### src/rtl/imm_ext_pipe.sv
// imm_ext_pipe: pipelined immediate extender (sign / zero / upper / branch)
// with a registered output stage and a one-entry skid buffer. The in_ready
// output comes straight from a register, so a stall on the output side never
// feeds a combinational path back into decode.
module imm_ext_pipe #(
    parameter int IN_W  = 16,
    parameter int OUT_W = 32,
    parameter int TAG_W = 5
) (
    input  logic             clk,
    input  logic             rst,
    input  logic             flush,
    input  logic             in_valid,
    output logic             in_ready,
    input  logic [IN_W-1:0]  in_imm,
    input  logic [1:0]       in_mode,
    input  logic [TAG_W-1:0] in_tag,
    output logic             out_valid,
    input  logic             out_ready,
    output logic [OUT_W-1:0] out_data,
    output logic [TAG_W-1:0] out_tag
);

    localparam int EXT_W = OUT_W - IN_W;

    // The state encoding is {skid_valid, out_valid}.
    typedef enum logic [1:0] {
        EMPTY = 2'b00,
        ONE   = 2'b01,
        TWO   = 2'b11
    } state_t;

    state_t            state;
    state_t            state_nxt;
    logic              skid_valid;
    logic [OUT_W-1:0]  skid_data;
    logic [TAG_W-1:0]  skid_tag;
    logic [OUT_W-1:0]  sext;
    logic [OUT_W-1:0]  ext_data;
    logic              accept;
    logic              out_fire;
    logic              load_out_from_in;
    logic              load_out_from_skid;
    logic              load_skid;

    // Extend the incoming immediate according to the requested mode.
    always_comb begin
        sext     = {{EXT_W{in_imm[IN_W-1]}}, in_imm};
        ext_data = sext;
        case (in_mode)
            2'b00:   ext_data = sext;
            2'b01:   ext_data = {{EXT_W{1'b0}}, in_imm};
            2'b10:   ext_data = {in_imm, {EXT_W{1'b0}}};
            default: ext_data = {sext[OUT_W-3:0], 2'b00};
        endcase
    end

    // Handshake state register.
    always_ff @(posedge clk) begin
        if (rst) begin
            state <= EMPTY;
        end else begin
            state <= state_nxt;
        end
    end

    // Next-state, handshake outputs and register-load controls.
    always_comb begin
        skid_valid         = state[1];
        out_valid          = state[0];
        in_ready           = ~skid_valid;
        accept             = in_valid & in_ready & ~rst & ~flush;
        out_fire           = out_valid & out_ready;
        state_nxt          = state;
        load_out_from_in   = 1'b0;
        load_out_from_skid = 1'b0;
        load_skid          = 1'b0;
        case (state)
            EMPTY: begin
                if (accept) begin
                    state_nxt        = ONE;
                    load_out_from_in = 1'b1;
                end
            end
            ONE: begin
                if (accept && out_fire) begin
                    state_nxt        = ONE;
                    load_out_from_in = 1'b1;
                end else if (accept) begin
                    state_nxt = TWO;
                    load_skid = 1'b1;
                end else if (out_fire) begin
                    state_nxt = EMPTY;
                end
            end
            TWO: begin
                if (out_fire) begin
                    state_nxt          = ONE;
                    load_out_from_skid = ~flush;
                end
            end
            default: state_nxt = EMPTY;
        endcase
        if (flush) begin
            state_nxt = EMPTY;
        end
    end

    // Output and skid data registers; they only ever hold final results.
    always_ff @(posedge clk) begin
        if (rst) begin
            out_data  <= '0;
            out_tag   <= '0;
            skid_data <= '0;
            skid_tag  <= '0;
        end else begin
            if (load_out_from_in) begin
                out_data <= ext_data;
                out_tag  <= in_tag;
            end else if (load_out_from_skid) begin
                out_data <= skid_data;
                out_tag  <= skid_tag;
            end
            if (load_skid) begin
                skid_data <= ext_data;
                skid_tag  <= in_tag;
            end
        end
    end

endmodule

### config.mk
export PLATFORM = sky130hd
export DESIGN_NAME = imm_ext_pipe
export DESIGN_NICKNAME = d
export VERILOG_FILES = /design/src/rtl/imm_ext_pipe.sv
export SDC_FILE = /design/constraint.sdc
export NUM_CORES = 1
export LEC_CHECK = 0
export CAP_MARGIN = 10
export CORE_MARGIN = 1.5
export CORE_UTILIZATION = 40
export DETAILED_ROUTE_END_ITERATION = 7
export GPL_ROUTABILITY_DRIVEN = 0
export PLACE_DENSITY = 0.69
export SLEW_MARGIN = 20
export SYNTH_ARGS = -nofsm -noshare
export SYNTH_HDL_FRONTEND = slang
export SYNTH_SLANG_ARGS = --single-unit
### constraint.sdc
create_clock -name clk -period 1.8 [get_ports clk]
set_input_delay 0.18 -clock clk [delete_from_list [all_inputs] [get_ports clk]]
set_output_delay 0.18 -clock clk [all_outputs]
set_load 0.03 [all_outputs]
=== Word level (Yosys, flattened, before mapping) ===
Cells that the tools add are included.

* Register bits after elaboration: 76
* Bits of input ports: 28
* Output and inout bits: 39
* Logic and storage cells: 43

* Eq/ne operators: 7
* Multiplexer cells: 18
* Bitwise operators: 7
* Reductions and logical operators: 6

{| class="wikitable"
|+ Operator list
! cell !! count
|-
| $pmux W32 S3 || 1
|-
| $mux W32 || 2
|-
| $mux W2 || 5
|-
| $mux W5 || 2
|-
| $mux W1 || 6
|-
| $pmux W2 S3 || 1
|-
| $and A1 B1 Y1 || 4
|-
| $eq A2 B1 Y1 const B || 2
|-
| $eq A2 B2 Y1 const B || 2
|-
| $logic_not A2 Y1 || 2
|-
| $ne A2 B2 Y1 const B || 2
|-
| $ne A4 B4 Y1 const B || 1
|-
| $not A1 Y1 || 3
|-
| $reduce_and A3 Y1 || 1
|-
| $pmux W1 S2 || 1
|-
| $reduce_bool A2 Y1 || 1
|-
| $reduce_or A2 Y1 || 1
|-
| $logic_and A1 B1 Y1 || 1
|}

=== Longest topological paths before layout ===
Gate-level depths: netlist of run 1.

* Depth in word-level cells: 8
* Depth in mapped cells: 7
* Mapped depth without buffers: 6

=== Least setup slack after synthesis of run 1 ===
No wires, ideal clock.

* Kind: flip-flop to flip-flop
* Start: register state[1]
* End: register out_data[10]
* Data arrival time: 1.868 ns
* Required time: 1.714 ns
* Setup slack: -0.153 ns
* Stages on the path, launching flop included: 8
* Buffers on the path: 1
* Path through: dfxtp_1 -> inv_1 -> ha_1 -> and3_1 -> o21ai_2 -> clkbuf_1 -> a221oi_1 -> a211oi_1

* Cells in the longest elaborated chain, start to end: 8
* Elaborated cells on any way between the ends: 14

{| class="wikitable"
|+ RTL lines
! item !! RTL line !! RTL
|-
| start, declared || 33 || <nowiki>state_t state;</nowiki>
|-
| start signal, assigned || 63 || <nowiki>state <= state_nxt;</nowiki>
|-
| $not A1 Y1 * || 71 || <nowiki>in_ready = ~skid_valid;</nowiki>
|-
| named net in_ready || 14 || <nowiki>output logic in_ready,</nowiki>
|-
| $and A1 B1 Y1 * (3 in a row) || 72 || <nowiki>accept = in_valid & in_ready & ~rst & ~flush;</nowiki>
|-
| $logic_and A1 B1 Y1 || 86 || <nowiki>if (accept && out_fire) begin</nowiki>
|-
| $mux W1 || 86 ||
|-
| $pmux W1 S2 * || 78 || <nowiki>case (state)</nowiki>
|-
| $mux W32 / $reduce_bool A2 Y1 (equally long branches) || -- ||
|-
| end signal, assigned || 118 || <nowiki>out_data <= ext_data;</nowiki>
|-
| end signal, assigned || 121 || <nowiki>out_data <= skid_data;</nowiki>
|-
| end, declared || 20 || <nowiki>output logic [OUT_W-1:0] out_data,</nowiki>
|}

The timed path passes the listed nets; every way through them passes the cells marked *.
A chain may end at the register's enable or synchronous reset.

=== Final worst setup path of run 1 ===
* Start: register state[1]
* End: register skid_data[7]

* Cells in the longest elaborated chain, start to end: 7
* Elaborated cells on any way between the ends: 9

{| class="wikitable"
|+ RTL lines
! item !! RTL line !! RTL
|-
| $not A1 Y1 || 71 ||
|-
| $and A1 B1 Y1 (3 in a row) || 72 ||
|-
| $mux W1 / $logic_and A1 B1 Y1 (equally long branches) || 89, 86 ||
|-
| $mux W1 || 86 ||
|-
| $mux W1 * || 78 ||
|-
| end signal, assigned || 125 || <nowiki>skid_data <= ext_data;</nowiki>
|-
| end, declared || 36 || <nowiki>logic [OUT_W-1:0] skid_data;</nowiki>
|}

Mark *: on every way between the ends. The rest lies on a longest branch, timed or not.

==> flow_metrics.tcl, run 1 <==
set metrics [dict create \
    status "finished, violations left" \
    violations "design-rule violations" \
    tns_ns 0 \
    synth_warnings 0 \
    seqPwrFrac 0.484 \
    p_per_area_nw_per_um2 763 \
    ioPinCount 67 \
    htreeDepth 3 \
    seq_area_um2 1520 \
    intPower_w 0.00265 \
    required_ns 2.00 \
    wirelength_mm 9.19 \
    path_clk_slew_ns 0.08 \
    drtIter0Drc 222 \
    worstSetupStartpointType "flip-flop" \
    fillers 818 \
    avgSynthCellArea_um2 9.22 \
    p_sw_frac 0.271 \
    grt_pass1_wl_mm 15.2 \
    fin_hold_ws_ns 0.204 \
    grt_overflow_total 0 \
    root_buffer "clkbuf_8" \
    synthArstFlopShare 0 \
    finalPower_w 0.00364 \
    tightest_slew_ns 0.865 \
    routed_via_density 5.61 \
    synth_area_um2 3670 \
    hp-class "in2reg" \
    multi_input_area_um2 1900 \
    wl_per_cell_um 15.9 \
    grt_pass1_vias 3123 \
    die_y_um 98.8 \
    syn_inst 398 \
    cts_buffers 9 \
    cap_violations 0 \
    power_frac_clock 0.359 \
    crit_type "reg2reg" \
    slew_headroom 0.424 \
    crit_fanout 15 \
    via_count 3247 \
    place_hpwl_mm 6.32 \
    start_util 0.417 \
    antenna_found_initial 0 \
    core_um2 8810 \
    synth_nets 430 \
    ys_ff_latch 76 \
    finalNetCount 498 \
    yosys.area.top_type "dfxtp_1" \
    synthTopCellsByArea "dfxtp_1 41%, a211oi_1 8.0%, a221oi_1 6.7%" \
    synth_ff_type "dfxtp_1" \
    setup_viol 0 \
    portBuffers 66 \
    hold_viol 0 \
    grt_max_degree 76 \
    synth.most_common_cell "dfxtp_1" \
    die_w_um 98.8 \
    diodes 0 \
    post-route-min-period_ns 1.74 \
    fmax_mhz 574 \
    rsz0062_at_grt "true" \
    fin_crit_sh 0.968 \
    end_kind "flip-flop" \
    switching_power_w 0.000987 \
    fin_worst_skew_ns 0.00923 \
    dr.pass1.iters 6 \
    dieArea_um2 9760 \
    p_leak_nw 1.85 \
    synth.yosys.seq_area_share 0.414 \
    clk_latency_ns 0.35 \
    cts_tree "built" \
    grt_use_total 0.196 \
    p_comb_frac 0.158 \
    slew_viol_final 0 \
    synth_common_cells "76 x dfxtp_1, 53 x nor2_1, 39 x a211oi_1" \
    hold_buffers 0 \
    yosysUniqueCellTypes 34 \
    synth_edf_count 0 \
    yosysTopAreaCellShare 0.414 \
    drive_above_1_share 0.187 \
    postCtsSetupRepairBufs 0 \
    ir_drop_uv 455 \
    clockBufferDepth 2 \
    clock_sinks 76 \
    ant_nets 0 \
    rows 34 \
    drc 2 \
    syn_to_final_growth_pct 30.0 \
    arrival_ns 1.95 \
]
## through the flow
stage	util	instance area, um2	cells	worst slack (ns)
2_1_floorplan	-	3670	398	0.00499
3_3_place_gp	0.515	4540	563	-0.106
3_5_place_dp	0.515	4540	563	-0.176
4_1_cts	0.537	4730	579	0.00184
5_1_grt	0.542	4770	579	-0.0215
6_report	0.542	4770	579	0.0585
## power by group through the flow
| stage | clock network [W] | registers [W] | logic [W] |
|---|---|---|---|
| 2_1_floorplan | 0 | 0.00188 | 0.000227 |
| 3_3_place_gp | 0 | 0.00180 | 0.000557 |
| 3_5_place_dp | 0 | 0.00180 | 0.000565 |
| 4_1_cts | 0.00133 | 0.00176 | 0.000568 |
| 5_1_grt | 0.00140 | 0.00177 | 0.000616 |
| 6_report | 0.00131 | 0.00176 | 0.000573 |
## layer usage
layer	vias to the layer above	share of wire	GRT usage
li1	1598	-	-
met5	-	0	0
met3	17	0.059	0.0518
met4	0	0.019	0.0736
met1	1538	0.43	0.232
met2	94	0.49	0.340
## path summary, 6_finish.rpt
kind	endpoint	slack, ns	start	cells past startpoint
worst max-delay path	skid_data[7]	0.06	state[1]	6
worst min-delay path	state[0]	0.20	rst	3
worst max register to register	skid_data[7]	0.06	state[1]	6
worst min register to register	skid_tag[3]	0.46	skid_tag[3]	2
## sequential cells by signal, summed over array words and instances (netlist names)
| signal | flops |
|---|---|
| skid_data | 32 |
| state | 2 |
| out_data | 32 |
| skid_tag | 5 |
| out_tag | 5 |
## cells by family (layout without fill, tap and decap cells)
group / after synthesis / count (layout) / share of synthesized area
muxes: 38 / 38 / 0.109
AOI/OAI and AO/OA: 127 / 127 / 0.264
and+or+nand+nor: 97 / 97 / 0.120
buffers and inverters: 56 / 129 / 0.0787
adders and majority gates: 4 / 4 / 0.0136
DFF: 76 / 76 / 0.414
## cell usage in the layout (no fill, tap or decap), types with 16 or more instances in the layout
cell,n
inv_1,16
nor2_1,53
buf_4,23
dfxtp_1,74
a211oi_1,39
mux2i_1,22
mux2_2,16
nand2_1,18
a221oi_1,23
clkdlybuf4s50_1,64
a21oi_1,24
## layout make-up
| cell class | count | area share |
|---|---|---|
| inverter | 17 | 0.0134 |
| sequential | 76 | 0.319 |
| clock inverter | 4 | 0.0102 |
| multi-input combinational | 266 | 0.397 |
| clock buffer | 12 | 0.0304 |
| tap | 108 | 0.0283 |
| timing repair buffer | 96 | 0.201 |
## worst max-delay path, stage by stage (launching register included)
cell	delay, ns
dfxtp_2	0.35
buf_4	0.15
nor4b_4	0.35
nand3_1	0.15
buf_4	0.23
a221oi_1	0.28
nor3_1	0.07
## repair_timing
| action | CTS | global route |
|---|---|---|
| endpoints found under the hold margin | 0 | 0 |
| endpoints found under the setup margin | 1 | 70 |
| gates resized for setup | 1 | 9 |
| pin swaps | 0 | 1 |
No activity file was read; power rests on OpenSTA's default activity.
==> run 2: changes to the inputs <==
--- a/config.mk
+++ b/config.mk
@@ -15,3 +15,4 @@
 export SYNTH_ARGS = -nofsm -noshare
 export SYNTH_HDL_FRONTEND = slang
 export SYNTH_SLANG_ARGS = --single-unit
+export TNS_END_PERCENT = 20
==> results of run 2 <==
Same layout as run 1: the final DEF is identical, and so are final timing and power.
